$ cat config.mk
export PLATFORM = sky130hd
export DESIGN_NAME = video_timing_gen
export DESIGN_NICKNAME = d
export VERILOG_FILES = /design/src/rtl/video_timing_gen.sv
export SDC_FILE = /design/constraint.sdc
export NUM_CORES = 1
export LEC_CHECK = 0
export CORE_MARGIN = 1
export CORE_UTILIZATION = 25
export CTS_BUF_LIST = sky130_fd_sc_hd__clkbuf_16
export CTS_CLUSTER_DIAMETER = 100
export DETAILED_ROUTE_END_ITERATION = 8
export PLACE_DENSITY = 0.46
export SLEW_MARGIN = 5
export SYNTH_ARGS = -nofsm -noshare
export SYNTH_HDL_FRONTEND = slang
export SYNTH_SLANG_ARGS = --single-unit
export TNS_END_PERCENT = 50
$ cat constraint.sdc
create_clock -name clk -period 2.32 [get_ports clk]
set_input_delay 0.232 -clock clk [delete_from_list [all_inputs] [get_ports clk]]
set_output_delay 0.232 -clock clk [all_outputs]
set_load 0.005 [all_outputs]
$ cat src/rtl/video_timing_gen.sv
// Programmable raster timing generator: pixel/line counters plus registered
// blank, sync, coordinate and line/frame markers for the video pipeline.
module video_timing_gen #(
    parameter int H_ACTIVE = 640,
    parameter int H_FP     = 16,
    parameter int H_SYNC   = 96,
    parameter int H_BP     = 48,
    parameter int V_ACTIVE = 480,
    parameter int V_FP     = 10,
    parameter int V_SYNC   = 2,
    parameter int V_BP     = 33,
    parameter bit HS_POS   = 1'b0,
    parameter bit VS_POS   = 1'b0
) (
    input  logic        clk,
    input  logic        reset,
    input  logic        ce,
    input  logic        restart,
    output logic        blank,
    output logic        hsync,
    output logic        vsync,
    output logic        hsync_out,
    output logic        vsync_out,
    output logic [11:0] pel_x,
    output logic [11:0] pel_y,
    output logic        line_start,
    output logic        frame_start
);

    localparam int H_TOTAL = H_ACTIVE + H_FP + H_SYNC + H_BP;
    localparam int V_TOTAL = V_ACTIVE + V_FP + V_SYNC + V_BP;

    // Totals may reach 4096, so only the last count is kept in 12 bits.
    localparam logic [11:0] H_LAST   = 12'(H_TOTAL - 1);
    localparam logic [11:0] V_LAST   = 12'(V_TOTAL - 1);
    localparam logic [11:0] H_VIS    = 12'(H_ACTIVE);
    localparam logic [11:0] V_VIS    = 12'(V_ACTIVE);
    localparam logic [11:0] H_HS_BEG = 12'(H_ACTIVE + H_FP);
    localparam logic [11:0] H_HS_END = 12'(H_ACTIVE + H_FP + H_SYNC);
    localparam logic [11:0] V_VS_BEG = 12'(V_ACTIVE + V_FP);
    localparam logic [11:0] V_VS_END = 12'(V_ACTIVE + V_FP + V_SYNC);

    logic [11:0] hcnt;
    logic [11:0] vcnt;
    logic [11:0] hcnt_next;
    logic [11:0] vcnt_next;

    logic blank_next;
    logic hsync_next;
    logic vsync_next;
    logic line_start_next;
    logic frame_start_next;

    // Restart outranks both the increment and the wraps, and ignores ce.
    always_comb begin
        hcnt_next = hcnt;
        vcnt_next = vcnt;
        if (restart) begin
            hcnt_next = '0;
            vcnt_next = '0;
        end else if (ce) begin
            if (hcnt == H_LAST) begin
                hcnt_next = '0;
                if (vcnt == V_LAST) begin
                    vcnt_next = '0;
                end else begin
                    vcnt_next = vcnt + 12'd1;
                end
            end else begin
                hcnt_next = hcnt + 12'd1;
            end
        end
    end

    // Outputs are decoded from the next counter state and registered so they
    // land in the same cycle as the counters they describe.
    always_comb begin
        blank_next       = (hcnt_next >= H_VIS) || (vcnt_next >= V_VIS);
        hsync_next       = (hcnt_next >= H_HS_BEG) && (hcnt_next < H_HS_END);
        vsync_next       = (vcnt_next >= V_VS_BEG) && (vcnt_next < V_VS_END);
        line_start_next  = (hcnt_next == 12'd0);
        frame_start_next = (hcnt_next == 12'd0) && (vcnt_next == 12'd0);
    end

    always_ff @(posedge clk or negedge reset) begin
        if (!reset) begin
            hcnt        <= '0;
            vcnt        <= '0;
            blank       <= 1'b0;
            hsync       <= 1'b0;
            vsync       <= 1'b0;
            hsync_out   <= ~HS_POS;
            vsync_out   <= ~VS_POS;
            line_start  <= 1'b1;
            frame_start <= 1'b1;
        end else begin
            hcnt        <= hcnt_next;
            vcnt        <= vcnt_next;
            blank       <= blank_next;
            hsync       <= hsync_next;
            vsync       <= vsync_next;
            hsync_out   <= HS_POS ? hsync_next : ~hsync_next;
            vsync_out   <= VS_POS ? vsync_next : ~vsync_next;
            line_start  <= line_start_next;
            frame_start <= frame_start_next;
        end
    end

    assign pel_x = hcnt;
    assign pel_y = vcnt;

endmodule

==> results of run 1 <==
==> sequential cells by signal, summed over array words and instances (netlist names) <==
| name | count |
|---|---|
| blank | 1 |
| frame_start | 1 |
| pel_x | 12 |
| line_start | 1 |
| vsync_out | 1 |
| hsync | 1 |
| vsync | 1 |
| hsync_out | 1 |
| pel_y | 12 |
==> kinds of logic (layout without fill, tap and decap cells) <==
| logic type | Yosys count | count (layout) |
|---|---|---|
| AO/OA/AOI/OAI | 37 | 37 |
| XOR/XNOR | 16 | 16 |
| adder cells (fa/ha/maj) | 3 | 3 |
| buffers and inverters | 22 | 132 |
| flip-flops | 31 | 31 |
| multiplexers | 1 | 1 |
| AND/OR/NAND/NOR | 105 | 105 |
==> per-stage QoR <==
| step | setup TNS (ns) | std cells | hold slack, ns | utilization (%) |
|---|---|---|---|---|
| finish | -0.466 | 424 | 0.366 | 44.2 |
| global route | -0.641 | 424 | 0.408 | 44.2 |
| CTS | -0.258 | 422 | 0.388 | 43.2 |
| detailed placement | -1.09 | 413 | 0.641 | 40.4 |
| global placement | -0.939 | 413 | 0.644 | 40.4 |
| floorplan | -0.0339 | 215 | -0.0636 | - |
==> final timing paths <==
| check | start | endpoint | slack, ns | depth (start not counted) |
|---|---|---|---|---|
| max in group asynchronous | reset | hsync_out | 1.63 | 2 |
| worst max register to register | pel_x[7] | vsync | -0.15 | 7 |
| min in group clk | pel_y[3] | pel_y[3] | 0.65 | 3 |
| worst min-delay path | reset | pel_y[4] | 0.37 | 2 |
| worst min register to register | pel_y[3] | pel_y[3] | 0.65 | 3 |
| worst max-delay path | pel_x[7] | vsync | -0.15 | 7 |
==> final cells by class <==
cell class	instances	share of cell area, %
Inverter	12	1.38
Clock inverter	3	1.18
Sequential cell	31	23.9
Multi-Input combinational cell	162	37.7
Tap cell	99	3.78
Clock buffer	5	3.82
Timing Repair Buffer	112	28.3
==> critical path, stage by stage (launching register included) <==
cell,delay (ns)
dfrtp_1,0.38
or3_4,0.43
or3_4,0.40
or4_1,0.50
a21oi_2,0.16
a311o_1,0.26
buf_4,0.17
a2111oi_4,0.03
==> metal layers <==
metal / part of all wire (%) / up-vias / global-route usage (%)
met1: 51 / 1009 / 24.7
met3: 4.7 / 6 / 3.37
li1: - / 1028 / -
met5: 0 / - / 0
met2: 43 / 48 / 22.7
met4: 1.1 / 0 / 4.17
==> power by group through the flow <==
stage	clock, mW	combinational, mW	sequential (mW)
floorplan	0	0.0407	0.568
detailed placement	0	0.115	0.566
finish	0.743	0.116	0.556
global placement	0	0.115	0.566
global route	0.784	0.129	0.557
CTS	0.759	0.118	0.556
==> synthesized netlist by cell type, types with 2 or more instances <==
master	instances
a21o_1	2
a21oi_1	6
a31oi_1	4
and2_1	4
and3_1	2
and4_1	4
buf_2	5
clkbuf_1	4
dfrtp_1	27
dfstp_2	4
ha_1	3
inv_1	12
nand2_1	15
nand3_1	5
nand4_1	15
nand4bb_1	2
nor2_1	24
nor3_1	7
nor3b_1	2
nor4_1	5
nor4_2	2
o211a_1	2
o21ai_0	4
o31ai_1	4
o41ai_1	2
or3_1	4
or3_4	2
or4_1	3
xnor2_1	10
xor2_1	6
==> repair_timing <==
item,in CTS,in global routing
endpoints found under the setup margin,5,6
setup buffers,1,2
gates resized for setup,7,10
pin swaps,1,2
==> impl_results.md, run 1 <==
* Status: complete, but fails checks
* Failing checks: setup timing
* Post-synthesis adder-cell area fraction at between 1.5 and 2%
* Clock Sinks at 31
* Max-cap violation count at 0
* Share of cells above drive strength 1 at between 30% and 40%
* Setup CP Type: register to register
* WP data arrival at approximately 2.6 ns
* Switch Pwr at roughly 0.31 mW
* DP HPWL at a little under 5 mm
* Final net count at 331
* Vias at approximately 2.1k
* Clock power share at a little over half
* Die height at about 90 um
* Syn avg cell area at a little over 9 um^2
* H-tree lvl count at 2
* Final Power at about 1.4 mW
* Slew Viols, Final at 0
* Setup slack at placement at -0.264 ns
* RSZ-0062 raised after global routing: true
* Post-synth top flop: dfrtp_1
* Root Buffer: clkbuf_16
* Hold Path Class: input pin to asynchronous set/reset pin
* Largest family of logic cells by synthesized area: simple AND/OR/NAND/NOR gates
* Initial antenna violation count at 0
* Area of the multi-input gates at ~1200 um^2
* CP max FO at 6
* CP Data Required Time at about 2.5 ns
* TritonCTS clock tree: yes
* Vias in the first global route at ~2k
* Final WL at about 6.3 mm
* First drt pass iteration count at 5
* XOR/XNOR Fraction of Synth Area at under 10%
* Internal at about 1.1 mW
* Register share of total power at slightly below 40%
* Most frequent cells in the layout: buf_4 (78), clkdlybuf4s50_1 (34), dfrtp_1 (26), nor2_1 (23)
* Pwr per Cell Area at ~430 nW/um^2
* Avg WL per Cell at about 15 um
* Diode count at 0
* Antenna-violating nets left at 0
* Routed vias/inst at between 4 and 5
* Worst-Skew Late Latency at around 0.28 ns
* Synthesized Nets at 222
* RePlAce Congestion at around 0.88
* Pleak at 1.36 nW
* Sw frac at between 20 and 25%
* Num CTS Buffers at 5
* # rows at 31
* Residual DRC at 0
* CTS Hold Bufs at 0
* Remaining global-route overflow at 0
* P&R area growth vs syn at 67.1%
* Initial core utilization at a little over a quarter
* Largest net degree at the start of global routing at 32
* VDD IR-drop max at around 230 uV
* Setup ws final at -0.154 ns
* Core area at around 7400 um^2
* Clk buf depth at 2
* Register Area at between 700 and 800 um^2
* Ys Warns at 0
* Die outline width at 90.6 um
* Post-synth EDFFs at 0
* Ys async rst share at 100%
* Final period util at 107%
* Ranking of synthesized cells by area: dfrtp_1 (34%), dfstp_2 (5.4%), nand4_1 (4.8%), nor2_1 (4.6%), xnor2_1 (4.5%)
* First-pass GRT wire length at 10.4 mm
* Critical Path Source Type: register
* Cell Area, Placed at ~3000 um^2
* Setup Skew at between 0.006 and 0.007 ns
* Post-synth top area share at 34.5%
* Syn Inst Count at between 200 and 250
* Post-route minimum period at between 2 and 2.5 ns
* Filler instances at between 700 and 800
* Post-synth cell types at 54
* Slew headroom at around 65%
* Fraction of synthesized area in multiplexers at less than 1%
* Io pins at 35
* Combinational cell fraction of total power at ~8.2%
* Sequential area share after synthesis at between 30 and 40%
* Fmax at approximately 400 MHz
* Gr usage total at 16.2%
* Port Buf Inserts at 34
* Final Cell Area at 3280 um^2
* Critical Path Sink Type: register
* Leading area contributor after synthesis: dfrtp_1
* Synth Area in Compound Gates at between 10% and 20%
* Measured slew at the worst slew-check pin at roughly 0.52 ns
* Die area at approximately 8000 um^2
* Drt first-iter violations at 57
* Synth Cell Area at 1960 um^2
* Final Hold Fails at 0
* #FFs+latches synth at 31
* Commonest non-fill, non-tap cell in the layout: buf_4
* Worst-path clk slew at 0.05 ns
* Post-Synth Simple-Gate Area at 32.0%
* Setup violators final at 4
(Power assumes the default switching activity.)
==> inputs of run 2 (changes only) <==
--- a/config.mk
+++ b/config.mk
@@ -5,11 +5,11 @@
 export SDC_FILE = /design/constraint.sdc
 export NUM_CORES = 1
 export LEC_CHECK = 0
-export CORE_MARGIN = 1
 export CORE_UTILIZATION = 25
 export CTS_BUF_LIST = sky130_fd_sc_hd__clkbuf_16
 export CTS_CLUSTER_DIAMETER = 100
 export DETAILED_ROUTE_END_ITERATION = 8
+export GPL_ROUTABILITY_DRIVEN = 0
 export PLACE_DENSITY = 0.46
 export SLEW_MARGIN = 5
 export SYNTH_ARGS = -nofsm -noshare
==> results of run 2 <==
No change in the layout: final DEF, timing and power equal those of run 1.
